==> config.mk <==
export PLATFORM = sky130hd
export DESIGN_NAME = updown_pulse_gen
export DESIGN_NICKNAME = d
export VERILOG_FILES = /design/src/rtl/updown_pulse_pkg.sv /design/src/rtl/updown_pulse_gen_phase_timer.sv /design/src/rtl/updown_pulse_gen.sv
export SDC_FILE = /design/constraint.sdc
export NUM_CORES = 1
export LEC_CHECK = 0
export CAP_MARGIN = 10
export CORE_MARGIN = 2
export CORE_UTILIZATION = 25
export DETAILED_ROUTE_END_ITERATION = 7
export GPL_TIMING_DRIVEN = 0
export PLACE_DENSITY = 0.49
export SETUP_SLACK_MARGIN = 0.02
export SYNTH_ARGS = -nofsm -noshare
export SYNTH_HDL_FRONTEND = slang
export SYNTH_SLANG_ARGS = --single-unit
==> constraint.sdc <==
create_clock -name clk_drv -period 2.8 [get_ports clk_drv]
set_clock_uncertainty 0.2 [all_clocks]
set_input_delay 0.42 -clock clk_drv [delete_from_list [all_inputs] [get_ports clk_drv]]
set_output_delay 0.42 -clock clk_drv [all_outputs]
set_load 0.05 [all_outputs]
==> src/rtl/updown_pulse_pkg.sv <==
// updown_pulse_pkg: shared state type and phase-timer sizing for updown_pulse_gen
package updown_pulse_pkg;
    typedef enum logic [1:0] {IDLE, LOW, GAP, FIN} state_t;

    function automatic int timer_w(int pulse_w, int gap_w);
        int m = pulse_w > gap_w ? pulse_w : gap_w;
        return m > 1 ? $clog2(m) : 1;
    endfunction
endpackage

==> src/rtl/updown_pulse_gen_phase_timer.sv <==
// phase_timer: loadable down-counter that flags terminal count at zero
module phase_timer #(
    parameter int W = 2
) (
    input  logic         clk,
    input  logic         rst,
    input  logic         load,
    input  logic [W-1:0] load_val,
    output logic         tc
);
    logic [W-1:0] count;

    always_ff @(posedge clk or posedge rst)
        if (rst) count <= '0;
        else if (load) count <= load_val;
        else if (count != '0) count <= count - 1'b1;

    assign tc = count == '0;
endmodule

==> src/rtl/updown_pulse_gen.sv <==
// updown_pulse_gen: paced active-low UP/DOWN pulse trains for a 74193-style counter,
// with carry/borrow wrap detection and optional stop on wrap
module updown_pulse_gen
    import updown_pulse_pkg::*;
#(
    parameter int PULSE_W = 4,
    parameter int GAP_W   = 4,
    parameter int CNT_W   = 8
) (
    input  logic             clk_drv,
    input  logic             reset,
    input  logic             req_valid,
    output logic             req_ready,
    input  logic             req_dir,
    input  logic [CNT_W-1:0] req_count,
    input  logic             stop_on_wrap,
    output logic             up,
    output logic             down,
    input  logic             co_n,
    input  logic             bo_n,
    output logic             done,
    output logic             wrap,
    output logic [CNT_W-1:0] remain
);
    localparam int TW = timer_w(PULSE_W, GAP_W);

    state_t state, state_next;
    logic dir, dir_next, stop, stop_next, acc, acc_next, load, tc, accept;
    logic [TW-1:0] load_val;
    logic [CNT_W-1:0] remain_next;

    phase_timer #(.W(TW)) u_timer (
        .clk(clk_drv), .rst(reset), .load(load), .load_val(load_val), .tc(tc)
    );

    assign req_ready = state == IDLE;
    assign accept    = req_ready && req_valid;
    assign dir_next  = accept ? req_dir : dir;
    assign stop_next = accept ? stop_on_wrap : stop;

    always_comb begin
        state_next  = state;
        load        = 1'b0;
        load_val    = TW'(PULSE_W - 1);
        remain_next = remain;
        // carry/borrow is only meaningful on the last low cycle of a pulse
        acc_next    = acc | (state == LOW && tc && !(dir ? co_n : bo_n));
        case (state)
            IDLE: if (req_valid) begin
                acc_next    = 1'b0;
                state_next  = req_count == '0 ? FIN : LOW;
                load        = req_count != '0;
                remain_next = req_count == '0 ? '0 : req_count - 1'b1;
            end
            LOW: if (tc) begin
                state_next = GAP;
                load       = 1'b1;
                load_val   = TW'(GAP_W - 1);
            end
            GAP: if (tc) begin
                if (remain == '0 || (stop && acc)) state_next = FIN;
                else begin
                    state_next  = LOW;
                    load        = 1'b1;
                    remain_next = remain - 1'b1;
                end
            end
            FIN: state_next = IDLE;
        endcase
    end

    always_ff @(posedge clk_drv or posedge reset)
        if (reset) begin
            state  <= IDLE;
            dir    <= 1'b1;
            stop   <= 1'b0;
            acc    <= 1'b0;
            remain <= '0;
            up     <= 1'b1;
            down   <= 1'b1;
            done   <= 1'b0;
            wrap   <= 1'b0;
        end else begin
            state  <= state_next;
            dir    <= dir_next;
            stop   <= stop_next;
            acc    <= acc_next;
            remain <= remain_next;
            up     <= !(state_next == LOW && dir_next);
            down   <= !(state_next == LOW && !dir_next);
            done   <= state_next == FIN;
            wrap   <= state_next == FIN && acc_next;
        end
endmodule

==> results.cfg <==
[outcome]
outcome = completed

[placed_design]
gp_congestion = 0.847
numPortBuffers = 27
place_area_sq_um = 1510
dp_slack_ns = 0.161
placed_cells = 213
dp_hpwl_um = 2240

[global_routing]
grt_pass1_vias = 1102
grt_antenna_before_repair = 0
grt.overflow.total = 0
grt_util_all_layers = 0.120
grt_max_degree = 20
grt_first_pass_wirelength_um = 4930

[synthesis]
syn_nets = 152
ys.flop_type = dfrtp_1
avgSynthCellArea_sq_um = 8.76
synth_cell_type_count = 38
synth_warnings = 0
yosys.area.top_type = dfrtp_1
synth_edf_count = 0
synth_seq_cells = 19
syn_inst = 134
synth_area_leaders = dfrtp_1, dfstp_2, nor2_1, o21ai_0, inv_1
synth_area_sq_um = 1170
yosysSeqAreaShare = 0.408
synth.top_cell.area_share = 0.341
async_reset_ff_frac = 1.00

[die]
die_x_um = 72.5
initial_core_util = 0.264
rows = 24
die_h_um = 72.5
core_area_sq_um = 4440
io_pins = 28
dieArea_sq_um = 5260

[critical_path]
worstPathRequired_ns = 2.18
start_kind = flop
end_kind = primary output
critPathArrivalTime_ns = 2.00
cp_max_fo = 8
critPathKind = reg2out

[layout]
largest-register = remain
design_area_sq_um = 1560
largest_reg_flops = 8
drive_above_1_share = 0.115
area_growth_pct = 32.5
largestRegisters = remain (8), state (2), u_timer.count (2)
stdcell_count = 217
most-common-layout-cells = clkdlybuf4s50_1, nor2_1, dfrtp_1
utilization = 0.350
final_common_cell = clkdlybuf4s50_1
fill_cells = 454
antenna_cells = 0
finalNetCount = 184

[clock_network]
cts.path.max_buffers = 2
h-tree-depth = 1
cts_tree = yes
hold_buffers = 0
clk_pin_slew_worst_paths_ns = 0.07
ctsRootBufferMaster = clkbuf_8
cts_resized = 0
clk_latency_ns = 0.26
cts_sinks = 19
numCtsBuffers = 3
cts_setup_buffers = 0

[power]
p_total_mw = 1.79
max-vdd-ir-drop_mv = 0.598
p_per_area_nw_per_um2 = 1150
p_leak_nw = 0.651

[sta]
setup_slack_ns = 0.177
hold_ws_ns = 0.309
max_slew_margin = 0.509
hold_viol = 0
setup_tns_ns = 0
worst_pin_slew_ns = 0.736
rsz0062_at_grt = no
fin_crit_ns = 2.62
period_share = 0.937
finalSetupViolations = 0
timing.fmax_mhz = 381
drv_slew = 0

[detailed_routing]
vias_per_cell = 4.94
wl_met2_um = 1360
drc_errors = 0
highest_layer = met4
dr.pass1.iters = 4
drt.antenna.violating_nets = 0
wl_per_cell_um = 13.3
via_count = 1073
finalWirelength_um = 2880
met1_length_um = 1320
dr_wl_met3_um = 172
drt_iter0_drc = 32

[hold_path]
hold_path_class = reg2reg

[job]
maxCapViolCount = 0
==> worst max-delay path: stages (launching register included) <==
cell and delay (ns):
dfrtp_1 0.45, nor2_1 0.40, clkdlybuf4s50_1 0.89
==> routing by layer <==
| layer | up-vias | GRT usage |
|---|---|---|
| li1 | 543 | - |
| met3 | 4 | 0.0444 |
| met1 | 502 | 0.141 |
| met4 | 0 | 0.0309 |
| met2 | 24 | 0.206 |
| met5 | - | 0 |
==> cells in the mapped netlist, types with 2 or more instances <==
cell type   n
a21oi_1     9
nand3_1     4
a32oi_1     2
xor2_1      3
clkbuf_1    2
nor2_1     17
ha_1        3
nor2b_1     2
o21ai_0    12
dfstp_2     3
inv_1      13
dfrtp_1    16
nor3_1      9
mux2_2      4
nor4_1      3
nand2_1    10
==> final timing paths <==
kind                       startpoint          endpoint  slack, ns  cells after the start
hold / removal                   stop              stop       0.31                      1
max in group asynchronous       reset  u_timer.count[1]       1.55                      2
hold reg to reg                  stop              stop       0.31                      1
setup reg to reg            remain[0]         remain[0]       0.38                      7
min in group asynchronous       reset         remain[5]       0.38                      2
setup / recovery             state[0]         req_ready       0.18                      2
==> cell type report <==
class                      count  area (sq um)  share of cell area
tap                           52          65.1              0.0418
multi-input combinational     99           627               0.403
clock inverter                 1          5.00             0.00322
inverter                      13          48.8              0.0314
clock buffer                   3          41.3              0.0265
buffer                         3          18.8              0.0121
timing repair buffer          27           270               0.174
sequential                    19           479               0.308
==> power by group <==
part	switching (mW)	internal, mW
Clock	0.0948	0.0990
Combinational	0.682	0.388
Sequential	0.113	0.412
Total	0.890	0.899
==> kinds of logic after synthesis <==
group,count (synthesis),synth area share
simple gates,52,0.222
compound gates,35,0.204
flops,19,0.408
buf+inv,16,0.0576
mux,5,0.0469
xor+xnor,4,0.0299
fa+ha+maj,3,0.0320
(Power assumes the default switching activity.)
